### config.mk
export PLATFORM = sky130hd
export DESIGN_NAME = gfx_clip_responder
export DESIGN_NICKNAME = d
export VERILOG_FILES = /design/src/rtl/gfx_clip_responder.sv
export SDC_FILE = /design/constraint.sdc
export NUM_CORES = 1
export LEC_CHECK = 0
export ABC_AREA = 1
export CORE_MARGIN = 1
export CORE_UTILIZATION = 40
export CTS_BUF_LIST = sky130_fd_sc_hd__clkbuf_8 sky130_fd_sc_hd__clkbuf_16
export CTS_CLUSTER_DIAMETER = 30
export CTS_CLUSTER_SIZE = 20
export DETAILED_ROUTE_END_ITERATION = 10
export GPL_TIMING_DRIVEN = 0
export HOLD_SLACK_MARGIN = 0.1
export SLEW_MARGIN = 0
export SYNTH_ARGS = -nofsm -noshare
export SYNTH_HDL_FRONTEND = slang
export SYNTH_SLANG_ARGS = --single-unit
### constraint.sdc
create_clock -name clk_i -period 7.1 [get_ports clk_i]
set_input_delay 1.775 -clock clk_i [delete_from_list [all_inputs] [get_ports clk_i]]
set_output_delay 1.775 -clock clk_i [all_outputs]
set_load 0.1 [all_outputs]
### src/rtl/gfx_clip_responder.sv
// Pixel write responder: clips rasterizer pixels against the clip rectangle and render target,
// forwards survivors with a linear offset. Optional counters under GFX_CLIP_RESPONDER_STATS_EN.
`timescale 1ns/1ps

module gfx_clip_responder #(
    parameter int unsigned point_width  = 16,
    parameter int unsigned offset_width = 32
) (
    input  logic                    clk_i,
    input  logic                    rst_i,

    input  logic                    write_i,
    output logic                    ack_o,
    input  logic [point_width-1:0]  x_i,
    input  logic [point_width-1:0]  y_i,
    input  logic [point_width-1:0]  u_i,
    input  logic [point_width-1:0]  v_i,

    input  logic                    clipping_enable_i,
    input  logic [point_width-1:0]  clip_pixel0_x_i,
    input  logic [point_width-1:0]  clip_pixel0_y_i,
    input  logic [point_width-1:0]  clip_pixel1_x_i,
    input  logic [point_width-1:0]  clip_pixel1_y_i,
    input  logic [point_width-1:0]  target_size_x_i,
    input  logic [point_width-1:0]  target_size_y_i,

    output logic                    write_o,
    input  logic                    ack_i,
    output logic [point_width-1:0]  x_o,
    output logic [point_width-1:0]  y_o,
    output logic [point_width-1:0]  u_o,
    output logic [point_width-1:0]  v_o,
    output logic [offset_width-1:0] pixel_offset_o,
`ifdef GFX_CLIP_RESPONDER_STATS_EN
    input  logic                    stats_clear_i,
    output logic [31:0]             pixels_written_o,
    output logic [31:0]             pixels_discarded_o,
`endif
    output logic                    busy_o
);

    localparam int unsigned ProdWidth = 2 * point_width;
    localparam int unsigned SumWidth  = ProdWidth + 1;

    typedef enum logic [1:0] {
        StIdle,
        StEval,
        StFwd,
        StAck
    } state_e;

    state_e                  r_state;
    logic                    r_inside;
    logic                    r_ack;
    logic                    r_write;
    logic                    r_busy;
    logic [point_width-1:0]  r_x;
    logic [point_width-1:0]  r_y;
    logic [point_width-1:0]  r_u;
    logic [point_width-1:0]  r_v;
    logic [offset_width-1:0] r_offset;

    logic                    w_in_target;
    logic                    w_in_clip;
    logic                    w_inside;
    logic [ProdWidth-1:0]    w_product;
    logic [SumWidth-1:0]     w_sum;
    logic [offset_width-1:0] w_offset;

    assign w_in_target = (x_i < target_size_x_i) & (y_i < target_size_y_i);
    assign w_in_clip   = (x_i >= clip_pixel0_x_i) & (x_i < clip_pixel1_x_i) &
                         (y_i >= clip_pixel0_y_i) & (y_i < clip_pixel1_y_i);
    assign w_inside    = w_in_target & (~clipping_enable_i | w_in_clip);

    // Full-width product and sum, then resized to the offset width.
    assign w_product = {{point_width{1'b0}}, r_y} * {{point_width{1'b0}}, target_size_x_i};
    assign w_sum     = {1'b0, w_product} + {{(point_width + 1){1'b0}}, r_x};
    assign w_offset  = offset_width'(w_sum);

    always_ff @(posedge clk_i or posedge rst_i) begin
        if (rst_i) begin
            r_state  <= StIdle;
            r_inside <= 1'b0;
            r_ack    <= 1'b0;
            r_write  <= 1'b0;
            r_busy   <= 1'b0;
            r_x      <= '0;
            r_y      <= '0;
            r_u      <= '0;
            r_v      <= '0;
            r_offset <= '0;
        end else begin
            case (r_state)
                StIdle: begin
                    if (write_i) begin
                        r_x      <= x_i;
                        r_y      <= y_i;
                        r_u      <= u_i;
                        r_v      <= v_i;
                        r_inside <= w_inside;
                        r_busy   <= 1'b1;
                        r_state  <= StEval;
                    end
                end
                StEval: begin
                    r_offset <= w_offset;
                    if (r_inside) begin
                        r_write <= 1'b1;
                        r_state <= StFwd;
                    end else begin
                        r_ack   <= 1'b1;
                        r_state <= StAck;
                    end
                end
                StFwd: begin
                    if (ack_i) begin
                        r_write <= 1'b0;
                        r_ack   <= 1'b1;
                        r_state <= StAck;
                    end
                end
                StAck: begin
                    // write_i is not sampled here; the rasterizer advances on this edge.
                    r_ack   <= 1'b0;
                    r_busy  <= 1'b0;
                    r_state <= StIdle;
                end
                default: begin
                    r_ack   <= 1'b0;
                    r_write <= 1'b0;
                    r_busy  <= 1'b0;
                    r_state <= StIdle;
                end
            endcase
        end
    end

    assign ack_o          = r_ack;
    assign write_o        = r_write;
    assign busy_o         = r_busy;
    assign x_o            = r_x;
    assign y_o            = r_y;
    assign u_o            = r_u;
    assign v_o            = r_v;
    assign pixel_offset_o = r_offset;

`ifdef GFX_CLIP_RESPONDER_STATS_EN
    logic        w_inc_written;
    logic        w_inc_discarded;
    logic [31:0] r_written;
    logic [31:0] r_discarded;

    assign w_inc_written   = (r_state == StFwd) & ack_i;
    assign w_inc_discarded = (r_state == StEval) & ~r_inside;

    // Clear takes priority over a same-cycle increment; counters saturate.
    always_ff @(posedge clk_i or posedge rst_i) begin
        if (rst_i) begin
            r_written   <= '0;
            r_discarded <= '0;
        end else if (stats_clear_i) begin
            r_written   <= '0;
            r_discarded <= '0;
        end else begin
            if (w_inc_written && (r_written != 32'hFFFF_FFFF)) begin
                r_written <= r_written + 32'd1;
            end
            if (w_inc_discarded && (r_discarded != 32'hFFFF_FFFF)) begin
                r_discarded <= r_discarded + 32'd1;
            end
        end
    end

    assign pixels_written_o   = r_written;
    assign pixels_discarded_o = r_discarded;
`endif

endmodule
==> flow_metrics.py, run 1 <==
metrics = {
    "timing": {
        "hold_violations": 0,
        "fmax_mhz": 146,
        "min_period_ns": 6.87,
        "tns_ns": 0,
        "holdWs_ns": 0.483,
        "drv_slew": 0,
        "tightest_slew_ns": 1.06,
        "setup_viol": 0,
        "grt_setup_unrepaired": "false",
        "timing.final.crit_share": 0.967,
        "finClkSkew_ns": 0.0175,
        "relSlewSlack": 0.289,
    },
    "final_layout": {
        "fillers": 3859,
        "regArea_um2": 2550,
        "syn_to_final_growth_pct": 22.7,
        "fin_util": 0.500,
        "stdcell_count": 2900,
        "layout-drive-gt1-share": 0.0307,
        "multi_input_area_um2": 10800,
        "fin_nets": 2953,
    },
    "cts": {
        "clock_sinks": 102,
        "clkTransAtPathRegs_ns": 0.09,
        "cts-buffers-inserted": 9,
        "clk_path_buf_depth": 2,
        "clockRootBuffer": "clkbuf_16",
        "tritoncts": "done",
        "postCtsHoldBufs": 0,
        "htree_levels": 3,
        "clock_latency_ns": 0.37,
    },
    "synth": {
        "synthTopCellsByArea": "fa_1, dfrtp_1, ha_1",
        "yosysUniqueCellTypes": 34,
        "yosys.area.top_type_share": 0.267,
        "synth.most_common_cell": "nand2_1",
        "syn_nets": 2694,
        "synthTopCellsByCount": "nand2_1, inv_1, fa_1, ha_1, dfrtp_1",
        "synthCells": 2117,
        "synth_enable_flop_cells": 0,
        "synthArstFlopShare": 1.00,
        "syn_area_um2": 15800,
        "synth_top_cell_by_area": "fa_1",
        "ys_warn_count": 0,
        "ys_seq_area_frac": 0.162,
        "syn_avg_cell_area_um2": 7.45,
        "ys_seq_elements": 102,
        "ys.flop_type": "dfrtp_1",
    },
    "detailed_routing": {
        "wl_per_cell_um": 17.3,
        "route.vias.total": 14000,
        "dr.pass1.iters": 6,
        "drtIter0Drc": 836,
        "wirelength_um": 50100,
        "viasPerCell": 4.84,
        "detail-route-antenna-nets": 0,
        "route.detailed.drc": 0,
    },
    "placed_design": {
        "globalplace.congestion": 0.945,
        "dp.cells": 2883,
        "portBuffers": 247,
        "hpwl_um": 42700,
    },
    "die": {
        "die_width_um": 201,
        "die_h_um": 201,
        "dieArea_um2": 40200,
        "core-area_um2": 38700,
        "core.rowCount": 72,
        "initial_core_util": 0.407,
        "ios": 264,
    },
    "status": {
        "status": "completed",
    },
    "global_routing": {
        "grt_pass1_wl_um": 78600,
        "grt-ovfl-total": 0,
        "grt_pass1_vias": 14600,
        "grt_usage": 0.253,
        "grt_max_degree": 59,
        "antenna_found_initial": 1,
    },
    "critical_path": {
        "cp_common_cell": "fa_1",
        "crit_path_end_kind": "flip-flop",
        "worstSetupPathType": "input pin to flip-flop",
        "worst_setup_path_start_kind": "input pin",
        "crit_buf_inv": 5,
        "cp_slowest_cell": "fa_1",
        "cpPeakStageDelay_ns": 0.57,
        "crit_family": "adder cells",
        "cp_max_fo": 10,
        "path_cells": "buf_2 -> buf_4 -> nand2_1 -> fa_1 -> inv_1 -> fa_1 -> fa_1 -> fa_1 -> fa_1 -> inv_1 -> fa_1 -> inv_1 -> ha_1 -> a21oi_1 -> o21ai_0 -> a21oi_2 -> nor2_1 -> nor2_1 -> nand3_1 -> nand3_1 -> nand2_1",
        "worstPathRequired_ns": 7.36,
        "cp.arrival_ns": 7.13,
    },
    "worst_hold_path": {
        "hold_path_class": "flip-flop to flip-flop",
    },
    "run": {
        "cap_violations": 0,
    },
}
[kinds of logic after synthesis]
logic type                 Yosys count  synth area share
and+or+nand+nor                    793             0.198
adders and majority gates          412             0.427
buffers and inverters              637             0.152
AOI/OAI and AO/OA                  158            0.0529
DFF                                102             0.162
xor gates and xnor gates            15           0.00833
[per-layer routing]
layer,vias up,wire length [um],global-route usage,part of all wire
li1,6731,-,-,-
met1,6733,20500,0.309,0.41
met2,498,24200,0.438,0.48
met3,85,3660,0.0539,0.073
met4,2,1770,0.0930,0.035
met5,-,9,0,0.00018
[repair_timing]
item	4_1_cts	5_1_grt
endpoints found under the hold margin	0	0
setup endpoints to repair	19	14
gates resized for setup	30	50
buffers inserted	0	1
cloned	0	0
pin swaps	0	1
[worst min-delay path, stage by stage (launching register included)]
cell,delay (ns)
dfrtp_1,0.36
nand2_1,0.05
nand2_1,0.05
[state kept, by name, indices dropped and copies added (netlist names)]
register	count
y_o	16
write_o	1
u_o	16
ack_o	1
x_o	16
busy_o	1
pixel_offset_o	32
r_inside	1
v_o	16
r_state	2
[area by class of cell]
| type | count | area share |
|---|---|---|
| tap | 518 | 0.0335 |
| clock buffer | 9 | 0.0116 |
| clock inverter | 7 | 0.00517 |
| multi-input combinational | 1378 | 0.560 |
| sequential | 102 | 0.132 |
| antenna | 1 | 0.000129 |
| inverter | 553 | 0.107 |
| timing repair buffer | 249 | 0.130 |
| buffer | 83 | 0.0209 |
[final timing paths]
check / cells past startpoint / slack [ns] / to / from
hold / removal: 2 / 0.48 / pixel_offset_o[2] / pixel_offset_o[2]
min in group asynchronous: 2 / 1.85 / u_o[4] / rst_i
setup reg to reg: 21 / 0.49 / pixel_offset_o[30] / y_o[3]
max in group asynchronous: 3 / 4.51 / pixel_offset_o[22] / rst_i
setup / recovery: 21 / 0.23 / pixel_offset_o[31] / target_size_x_i[11]
hold reg to reg: 2 / 0.48 / pixel_offset_o[2] / pixel_offset_o[2]
[cells in the final DEF, fill, tap and decap left out, types with 10 or more instances in the layout]
master           count
a21oi_1             73
buf_2               10
clkbuf_1            46
clkbuf_2            14
clkdlybuf4s50_1    247
dfrtp_1            102
fa_1               210
ha_1               202
inv_1              551
nand2_1            645
nand3_1             46
nand4_1             13
nor2_1              61
nor3_1              14
o21ai_0             52
o21ai_1             12
[metrics by stage]
stage	setup WS (ns)	cell area, um2
floorplan	0.219	15800
global placement	-0.949	18900
detailed placement	-0.940	18900
CTS	0.00180	19300
global route	0.00623	19400
finish	0.232	19400
Power of run 1 is left out: the tool's default activity adds up to more than one toggle a clock period on the data nets, which glitch-free logic cannot reach.
==> run 2: changes to the inputs <==
--- a/config.mk
+++ b/config.mk
@@ -6,7 +6,6 @@
 export NUM_CORES = 1
 export LEC_CHECK = 0
 export ABC_AREA = 1
-export CORE_MARGIN = 1
 export CORE_UTILIZATION = 40
 export CTS_BUF_LIST = sky130_fd_sc_hd__clkbuf_8 sky130_fd_sc_hd__clkbuf_16
 export CTS_CLUSTER_DIAMETER = 30
==> results of run 2 <==
The final DEF is identical to that of run 1; final timing and power are the same.
Power of run 2 is left out for the same reason.
